===== src/rtl/sd_card_cmd_responder.sv =====
// rtl/sd_card_cmd_responder.sv - card-side SD CMD line: frame receive/check and short response transmit
//
// Receives 48-bit host command frames on sd_cmd_i (sampled on sd_clk_en_p_i),
// validates CRC7 and end bit, presents index/argument to card logic, then
// serialises the card's 48-bit short response on sd_cmd_o (driven on
// sd_clk_en_n_i) after NcrCycles SD clocks.
//
// Ports:
//   clk_i, rst_ni                  clock, asynchronous active-low reset
//   sd_clk_en_p_i / sd_clk_en_n_i  SD clock rising / falling edge enables
//   sd_cmd_i, sd_cmd_o, sd_cmd_en_o CMD line input, output value, output enable
//   cmd_valid_o, cmd_index_o, cmd_arg_o   good command pulse and held fields
//   cmd_crc_err_o                  bad CRC7 / end bit pulse
//   rsp_valid_i, rsp_ready_o, rsp_skip_i, rsp_no_crc_i, rsp_index_i, rsp_arg_i
//                                  response handshake from card logic
//   rsp_timeout_o                  no response offered in time
//   busy_o                         FSM not idle
module sd_card_cmd_responder #(
    parameter int NcrCycles  = 2,
    parameter int RspTimeout = 48
) (
    input  logic        clk_i,
    input  logic        rst_ni,
    input  logic        sd_clk_en_p_i,
    input  logic        sd_clk_en_n_i,
    input  logic        sd_cmd_i,
    output logic        sd_cmd_o,
    output logic        sd_cmd_en_o,
    output logic        cmd_valid_o,
    output logic [5:0]  cmd_index_o,
    output logic [31:0] cmd_arg_o,
    output logic        cmd_crc_err_o,
    input  logic        rsp_valid_i,
    output logic        rsp_ready_o,
    input  logic        rsp_skip_i,
    input  logic        rsp_no_crc_i,
    input  logic [5:0]  rsp_index_i,
    input  logic [31:0] rsp_arg_i,
    output logic        rsp_timeout_o,
    output logic        busy_o
);

    typedef enum logic [2:0] {
        S_IDLE,
        S_RX,
        S_CHECK,
        S_WAIT_RSP,
        S_NCR,
        S_TX
    } state_t;

    localparam logic [15:0] NCR_LAST = 16'(NcrCycles - 1);
    localparam logic [15:0] RSP_LAST = 16'(RspTimeout - 1);

    state_t      r_state;
    state_t      w_next;
    logic [47:0] r_shift;
    logic [15:0] r_cnt;
    logic        r_cmd_out;
    logic        r_cmd_en;
    logic        r_cmd_valid;
    logic        r_crc_err;
    logic [5:0]  r_cmd_index;
    logic [31:0] r_cmd_arg;

    logic        w_rx_ok;
    logic        w_hs;
    logic [6:0]  w_rsp_crc;

    // CRC7, x^7 + x^3 + 1, zero seed, over the 40 bits preceding the CRC field
    function automatic logic [6:0] crc7(input logic [39:0] d);
        logic [6:0] c;
        logic       fb;
        c = '0;
        for (int i = 39; i >= 0; i--) begin
            fb = d[i] ^ c[6];
            c  = {c[5:0], 1'b0};
            if (fb) begin
                c = c ^ 7'h09;
            end
        end
        return c;
    endfunction

    assign w_rx_ok   = (crc7(r_shift[47:8]) == r_shift[7:1]) && r_shift[0];
    assign w_hs      = rsp_valid_i && (r_state == S_WAIT_RSP);
    assign w_rsp_crc = rsp_no_crc_i ? 7'h7F : crc7({2'b00, rsp_index_i, rsp_arg_i});

    assign sd_cmd_o      = r_cmd_out;
    assign sd_cmd_en_o   = r_cmd_en;
    assign cmd_valid_o   = r_cmd_valid;
    assign cmd_crc_err_o = r_crc_err;
    assign cmd_index_o   = r_cmd_index;
    assign cmd_arg_o     = r_cmd_arg;
    assign busy_o        = (r_state != S_IDLE);

    always_ff @(posedge clk_i or negedge rst_ni) begin
        if (!rst_ni) begin
            r_state <= S_IDLE;
        end else begin
            r_state <= w_next;
        end
    end

    always_comb begin
        w_next        = r_state;
        rsp_ready_o   = 1'b0;
        rsp_timeout_o = 1'b0;
        case (r_state)
            S_IDLE: begin
                if (sd_clk_en_p_i && !sd_cmd_i) begin
                    w_next = S_RX;
                end
            end
            S_RX: begin
                if (sd_clk_en_p_i) begin
                    // transmission bit must be 1 for a host-issued frame
                    if (r_cnt == 16'd1 && !sd_cmd_i) begin
                        w_next = S_IDLE;
                    end else if (r_cnt == 16'd47) begin
                        w_next = S_CHECK;
                    end
                end
            end
            S_CHECK: begin
                w_next = w_rx_ok ? S_WAIT_RSP : S_IDLE;
            end
            S_WAIT_RSP: begin
                rsp_ready_o = 1'b1;
                // handshake takes priority over a coincident timeout
                if (w_hs) begin
                    w_next = rsp_skip_i ? S_IDLE : S_NCR;
                end else if (sd_clk_en_p_i && r_cnt == RSP_LAST) begin
                    rsp_timeout_o = 1'b1;
                    w_next        = S_IDLE;
                end
            end
            S_NCR: begin
                if (sd_clk_en_p_i && r_cnt == NCR_LAST) begin
                    w_next = S_TX;
                end
            end
            S_TX: begin
                if (sd_clk_en_n_i && r_cnt == 16'd48) begin
                    w_next = S_IDLE;
                end
            end
            default: w_next = S_IDLE;
        endcase
    end

    always_ff @(posedge clk_i or negedge rst_ni) begin
        if (!rst_ni) begin
            r_shift     <= '0;
            r_cnt       <= '0;
            r_cmd_out   <= 1'b1;
            r_cmd_en    <= 1'b0;
            r_cmd_valid <= 1'b0;
            r_crc_err   <= 1'b0;
            r_cmd_index <= '0;
            r_cmd_arg   <= '0;
        end else begin
            r_cmd_valid <= 1'b0;
            r_crc_err   <= 1'b0;
            case (r_state)
                S_IDLE: begin
                    r_cmd_out <= 1'b1;
                    r_cmd_en  <= 1'b0;
                    if (sd_clk_en_p_i && !sd_cmd_i) begin
                        r_shift <= '0;
                        r_cnt   <= 16'd1;
                    end
                end
                S_RX: begin
                    if (sd_clk_en_p_i) begin
                        r_shift <= {r_shift[46:0], sd_cmd_i};
                        r_cnt   <= r_cnt + 16'd1;
                    end
                end
                S_CHECK: begin
                    r_cnt <= '0;
                    if (w_rx_ok) begin
                        r_cmd_index <= r_shift[45:40];
                        r_cmd_arg   <= r_shift[39:8];
                        r_cmd_valid <= 1'b1;
                    end else begin
                        r_crc_err <= 1'b1;
                    end
                end
                S_WAIT_RSP: begin
                    if (w_hs) begin
                        r_cnt <= '0;
                        if (!rsp_skip_i) begin
                            r_shift <= {2'b00, rsp_index_i, rsp_arg_i, w_rsp_crc, 1'b1};
                        end
                    end else if (sd_clk_en_p_i) begin
                        r_cnt <= r_cnt + 16'd1;
                    end
                end
                S_NCR: begin
                    if (sd_clk_en_p_i) begin
                        r_cnt <= (r_cnt == NCR_LAST) ? 16'd0 : r_cnt + 16'd1;
                    end
                end
                S_TX: begin
                    if (sd_clk_en_n_i) begin
                        // r_cnt counts bits already driven; 48 means end bit is out
                        if (r_cnt == 16'd48) begin
                            r_cmd_en  <= 1'b0;
                            r_cmd_out <= 1'b1;
                        end else begin
                            r_cmd_en  <= 1'b1;
                            r_cmd_out <= r_shift[47];
                            r_shift   <= {r_shift[46:0], 1'b0};
                            r_cnt     <= r_cnt + 16'd1;
                        end
                    end
                end
                default: begin
                    r_cmd_out <= 1'b1;
                    r_cmd_en  <= 1'b0;
                end
            endcase
        end
    end

endmodule


===== config.mk =====
export PLATFORM = sky130hd
export DESIGN_NAME = sd_card_cmd_responder
export DESIGN_NICKNAME = d
export VERILOG_FILES = /design/src/rtl/sd_card_cmd_responder.sv
export SDC_FILE = /design/constraint.sdc
export NUM_CORES = 1
export LEC_CHECK = 0
export ABC_CLOCK_PERIOD_IN_PS = 10570
export BUFFER_PORTS_ARGS = -buffer_cell sky130_fd_sc_hd__buf_2
export CAP_MARGIN = 5
export CORE_ASPECT_RATIO = 1.5
export CORE_MARGIN = 5
export CORE_UTILIZATION = 35
export DETAILED_ROUTE_END_ITERATION = 6
export GPL_TIMING_DRIVEN = 0
export SYNTH_ARGS = -nofsm -noshare
export SYNTH_HDL_FRONTEND = slang
export SYNTH_SLANG_ARGS = --single-unit

===== constraint.sdc =====
create_clock -name clk_i -period 10.57 [get_ports clk_i]
set_input_delay 1.057 -clock clk_i [delete_from_list [all_inputs] [get_ports clk_i]]
set_output_delay 1.057 -clock clk_i [all_outputs]
set_load 0.01 [all_outputs]

* Yosys cells after proc, flatten, opt, wreduce, memory -nomap -nowiden
Index checks and enable logic that the tools add are counted.
W data, S select, Z words.
** Word-level totals
- Register bits after elaboration :: 109
- Input port bits :: 46
- Word-level logic and storage cells :: 320
- Output and inout bits :: 45
** Cells by class
- Equal/unequal tests :: 20
- Bitwise gates (word level) :: 153
- Reduce and logical (&&, ||, !) cells :: 18
- Add/sub/neg operators :: 1
- Multiplexer cells :: 119
** Operator list (number)
- $mux W4 :: 78
- $mux W48 :: 6
- $pmux W48 S4 :: 1
- $not A2 Y2 :: 76
- $mux W16 :: 7
- $pmux W16 S6 :: 1
- $xor A1 B1 Y1 :: 70
- $eq A16 B6 Y1 const B :: 2
- $mux W3 :: 9
- $ne A2 B2 Y1 const B :: 9
- $pmux W3 S6 :: 1
- $add A16 B1 Y16 const B :: 1
- $eq A16 B1 Y1 const B :: 1
- $mux W1 :: 12
- $eq A7 B7 Y1 :: 1
- $logic_and A1 B1 Y1 :: 7
- $mux W7 :: 1
- $reduce_and A7 Y1 :: 1
- $eq A3 B2 Y1 const B :: 2
- $eq A3 B3 Y1 const B :: 2
- $reduce_and A6 Y1 :: 1
- $reduce_bool A6 Y1 :: 1
- $xor A1 B1 Y1 const B :: 6
- $reduce_and A5 Y1 :: 1
- 12 further kinds :: 14

* Logic depth before layout (Yosys ltp)
- Depth in word-level cells :: 83
- Mapped depth :: 12
- Depth with buffers taken out :: 10

* Worst setup path after synthesis
Ideal clock, no wire load.
- Kind :: register -> register
- From :: register r_shift[43]
- To :: register r_cmd_index[1] (netlist: cmd_index_o[1])
- Required time :: 10442 ps
- Arrival time :: 3440 ps
- Path slack :: 7002 ps
- Library setup time :: 128 ps
- Buffers on the path :: 2
- Cell stages (with the launch flop) :: 12
- Clock period less this slack :: 3568 ps
- Cell sequence :: dfrtp_1 > xor3_2 > xnor2_1 > xor3_1 > xnor3_1 > xnor2_1 > xnor2_1 > o2111ai_1 > nor4b_4 > buf_6 > buf_6 > mux2_1
** Between the ends
- Longest elaborated chain between the ends :: 35
- Elaborated cells on any way between the ends :: 90
- Classes of those cells :: eq/ne: 1; mux: 36; bitwise: 51; reduce/logical: 2
** RTL lines
- from (decl) :: RTL line 57 : logic [47:0] r_shift;
- from (signal assigned) :: RTL line 176 : r_shift <= {r_shift[46:0], sd_cmd_i};
- from (signal assigned) :: RTL line 194 : r_shift <= {2'b00, rsp_index_i, rsp_arg_i, w_rsp_crc, 1'b1};
- from (signal assigned) :: RTL line 214 : r_shift <= {r_shift[46:0], 1'b0};
- $xor A1 B1 Y1 (*) :: RTL line 76 : fb = d[i] ^ c[6];
- $mux W4 (*) :: RTL line 78 : if (fb) begin
- $mux W4 or $xor A1 B1 Y1 (tied branches) :: RTL line 78, 76
- $mux W4 :: RTL line 78
- $not A2 Y2 (no line) or $mux W4 (tied branches)
- $mux W4 :: RTL line 78
- $xor A1 B1 Y1 or $not A2 Y2 (tied branches)
- $mux W4 :: RTL line 78
- [19 not listed]
- $mux W4 :: RTL line 78
- $not A2 Y2 (no line) or $mux W4 (tied branches)
- $mux W4 :: RTL line 78
- $xor A1 B1 Y1 or $not A2 Y2 (tied branches)
- $mux W4 :: RTL line 78
- $eq A7 B7 Y1 (*) :: RTL line 85 : assign w_rx_ok = (crc7(r_shift[47:8]) == r_shift[7:1]) && r_shift[0];
- $logic_and A1 B1 Y1 (*) :: RTL line 85
- $reduce_and A2 Y1 (no line) (*)
- to (signal assigned) :: RTL line 183 : r_cmd_index <= r_shift[45:40];
- to (decl) :: RTL line 63 : logic [5:0] r_cmd_index;
Every way passes the cells marked *; elsewhere a longest branch is shown, timed or not.
A chain may end at the register's enable or synchronous reset.

* Worst setup path after layout
- From :: register r_shift[43]
- To :: register r_cmd_arg[27] (netlist: cmd_arg_o[27])
** Between the ends
- Longest elaborated chain between the ends :: 35
- Elaborated cells on any way between the ends :: 90
- Classes of those cells :: eq/ne: 1; mux: 36; bitwise: 51; reduce/logical: 2
** RTL lines
- $xor A1 B1 Y1 (*) :: RTL line 76
- $mux W4 (*) :: RTL line 78
- $mux W4 or $xor A1 B1 Y1 (tied branches) :: RTL line 78, 76
- $mux W4 :: RTL line 78
- $not A2 Y2 (no line) or $mux W4 (tied branches)
- $mux W4 :: RTL line 78
- $xor A1 B1 Y1 or $not A2 Y2 (tied branches)
- $mux W4 :: RTL line 78
- [19 not listed]
- $mux W4 :: RTL line 78
- $not A2 Y2 (no line) or $mux W4 (tied branches)
- $mux W4 :: RTL line 78
- $xor A1 B1 Y1 or $not A2 Y2 (tied branches)
- $mux W4 :: RTL line 78
- $eq A7 B7 Y1 (*) :: RTL line 85
- $logic_and A1 B1 Y1 (*) :: RTL line 85
- $reduce_and A2 Y1 (no line) (*)
- to (signal assigned) :: RTL line 184 : r_cmd_arg <= r_shift[39:8];
- to (decl) :: RTL line 64 : logic [31:0] r_cmd_arg;
Marked as above.

==> impl_metrics.toml <==
[cells_and_area]
antenna_cells = 0
layout.nets = 829
drive_gt1_frac = 0.1962
syn_to_final_growth_pct = 16.41

[cts]
htree_levels = 3
clock-root-buffer = "clkbuf_16"
cts.sinks = 109
cts.repair.resized = 0
cts_tree = "built"
clockBufferDepth = 2
path_clk_slew_ns = 0.07
hold_buffers = 0
cts_made_buffers = 9
clock_latency_ns = 0.37
cts_setup_buffers = 0

[detailed_routing]
ant_nets = 0
drcViolationCount = 0
firstDrtPassIters = 5
wl_per_cell_um = 18.91
viasPerCell = 5.086
vias = 5315
routed_wl_mm = 19.76
drtIter0Drc = 277

[sta]
fin_crit_ns = 4.097
drv_slew = 0
worstMarginPinSlew_ns = 0.8021
clock-skew-final_ns = 0.009423
rsz0062_at_grt = "no"
slew_headroom = 0.4596
final.setup.tns_ns = 0
fmax_mhz = 244.1
finalCritPeriodShare = 0.3876
finalSetupViolCount = 0
hold_violations = 0

[placement]
portBuffers = 90
place_hpwl_mm = 15.47
gp_congestion = 0.9131

[critical_path]
crit_type = "reg2reg"
path_max_fanout = 10
end_kind = "flop"
cp.required_ns = 10.82
crit_arrival_ns = 4.35
r2r_setup_slack_ns = 6.47
start_kind = "flop"

[floorplan]
fp.dieH_um = 182.5
num_rows = 63
die_area_sq_um = 22820
coreArea_sq_um = 19630
initial_utilization = 0.3539
die_w_um = 125.0
io_pins = 91

[logic_synthesis]
ys_ff_latch = 109
synthFlopType = "dfrtp_1"
synth_seq_area_share = 0.3928
syn_nets = 727
synth-edff-count = 0
syn_area_per_cell_sq_um = 10.25
yosys.cell_types.count = 50
yosysWarnings = 0
syn_inst = 678
ys_async_sr_fraction = 1.000
synthesis.area_sq_um = 6947

[outcome]
outcome = "finished, final reports clean"

[global_route]
antenna_found_initial = 0
grt_pass1_vias = 5429
grtUsageTotal = 0.1747
overflow = 0
grt_max_degree = 72
grt_pass1_wl_mm = 30.73

[worst_hold_path]
worst_hold_path_type = "reg2reg"

[run]
maxCapViolations = 0
==> worst max-delay path, cell delays in order, from the launching register on <==
cell and delay [ns]:
dfrtp_1 0.44, xor3_2 0.52, xnor2_1 0.42, xor3_1 0.46
xnor3_1 0.39, xnor2_1 0.18, xnor2_1 0.15, o2111ai_1 0.23
nor4b_4 0.45, buf_6 0.22, buf_6 0.18, mux2_1 0.33
==> state kept, by name (all words and copies together), names as in the netlist <==
| register | count |
|---|---|
| sd_cmd_o | 1 |
| cmd_arg_o | 32 |
| r_cnt | 16 |
| r_state | 3 |
| r_shift | 48 |
| sd_cmd_en_o | 1 |
| cmd_index_o | 6 |
| cmd_valid_o | 1 |
| cmd_crc_err_o | 1 |
==> final timing paths <==
path                           startpoint              to  cells past startpoint
max in group asynchronous          rst_ni        sd_cmd_o                      2
min                        cmd_index_o[1]  cmd_index_o[1]                      1
max                           r_shift[43]   cmd_arg_o[27]                     11
min reg2reg                cmd_index_o[1]  cmd_index_o[1]                      1
min in group asynchronous          rst_ni        r_cnt[8]                      1
max reg2reg                   r_shift[43]   cmd_arg_o[27]                     11
==> cell families (layout without fill, tap and decap cells) <==
group / after synthesis / in the layout / synth area share
AND/OR/NAND/NOR: 185 / 185 / 0.1189
flip-flops: 109 / 109 / 0.3928
AO/OA/AOI/OAI: 152 / 152 / 0.1436
multiplexers: 42 / 42 / 0.06754
buffers and inverters: 49 / 156 / 0.03080
adder cells (fa/ha/maj): 3 / 3 / 0.005404
XOR/XNOR: 138 / 138 / 0.2410
==> layout by cell type (no fill, tap or decap), drive strengths merged, types with 3 or more instances in the layout <==
cell type,Yosys,final
a21boi,3,3
nor4b,4,4
or2,6,6
xnor3,25,25
xnor2,87,87
buf,9,100
inv,8,11
dfrtp,108,108
nand2,108,108
ha,3,3
nor3,10,10
a22o,42,42
mux2,39,39
a21oi,20,20
o2bb2ai,5,5
nor2,28,28
xor3,8,8
mux2i,3,3
nor4,4,4
o22a,3,3
o31ai,4,4
xor2,18,18
clkbuf,32,41
nor2b,3,3
o21ai,64,64
nand3,12,12
==> synthesized netlist by cell type, types with 4 or more instances <==
| library cell | number | area share |
|---|---|---|
| nand2_1 | 108 | 0.058 |
| nor2_1 | 28 | 0.015 |
| xor3_1 | 7 | 0.024 |
| inv_1 | 8 | 0.0043 |
| nor4_1 | 4 | 0.0036 |
| a22o_1 | 42 | 0.053 |
| nand3_1 | 12 | 0.0086 |
| xor2_1 | 18 | 0.023 |
| mux2_1 | 9 | 0.015 |
| o21ai_0 | 64 | 0.046 |
| or2_2 | 5 | 0.0045 |
| clkbuf_1 | 32 | 0.017 |
| dfrtp_1 | 108 | 0.39 |
| nor3_1 | 10 | 0.0072 |
| a21oi_1 | 20 | 0.014 |
| o2bb2ai_1 | 5 | 0.0063 |
| xnor3_1 | 25 | 0.081 |
| o31ai_1 | 4 | 0.0043 |
| mux2_2 | 30 | 0.049 |
| xnor2_1 | 87 | 0.11 |
==> layer usage <==
| metal | vias up | wire length (um) | global-route usage |
|---|---|---|---|
| met5 | - | 0 | 0 |
| met4 | 0 | 667 | 0.07161 |
| met3 | 36 | 652 | 0.03338 |
| met2 | 110 | 10850 | 0.3318 |
| met1 | 2600 | 7594 | 0.1879 |
| li1 | 2569 | - | - |
==> through the flow <==
stage,std cells,setup slack (ns),util,hold slack [ns],cell area (sq um)
2_1_floorplan,678,7.002,-,0.4459,6947
3_3_place_gp,1028,6.484,0.3934,0.4613,7722
3_5_place_dp,1029,6.468,0.3952,0.4693,7756
4_1_cts,1045,6.443,0.4120,0.4863,8087
5_1_grt,1045,6.281,0.4120,0.5087,8087
6_report,1045,6.473,0.4120,0.4794,8087
==> cell type report <==
| class | count | area [sq um] |
|---|---|---|
| plain buffers | 41 | 183.9 |
| fillers | 1916 | 11540 |
| well taps | 260 | 325.3 |
| flip-flops and latches | 109 | 2729 |
| inverters | 8 | 30.03 |
| clock inverters | 7 | 105.1 |
| multi-input cells | 520 | 4004 |
| repair buffers | 91 | 484.2 |
| clock buffers | 9 | 225.2 |
Power is not shown: default switching activity piles up to over one toggle a cycle in this logic, so the estimate is an artifact.
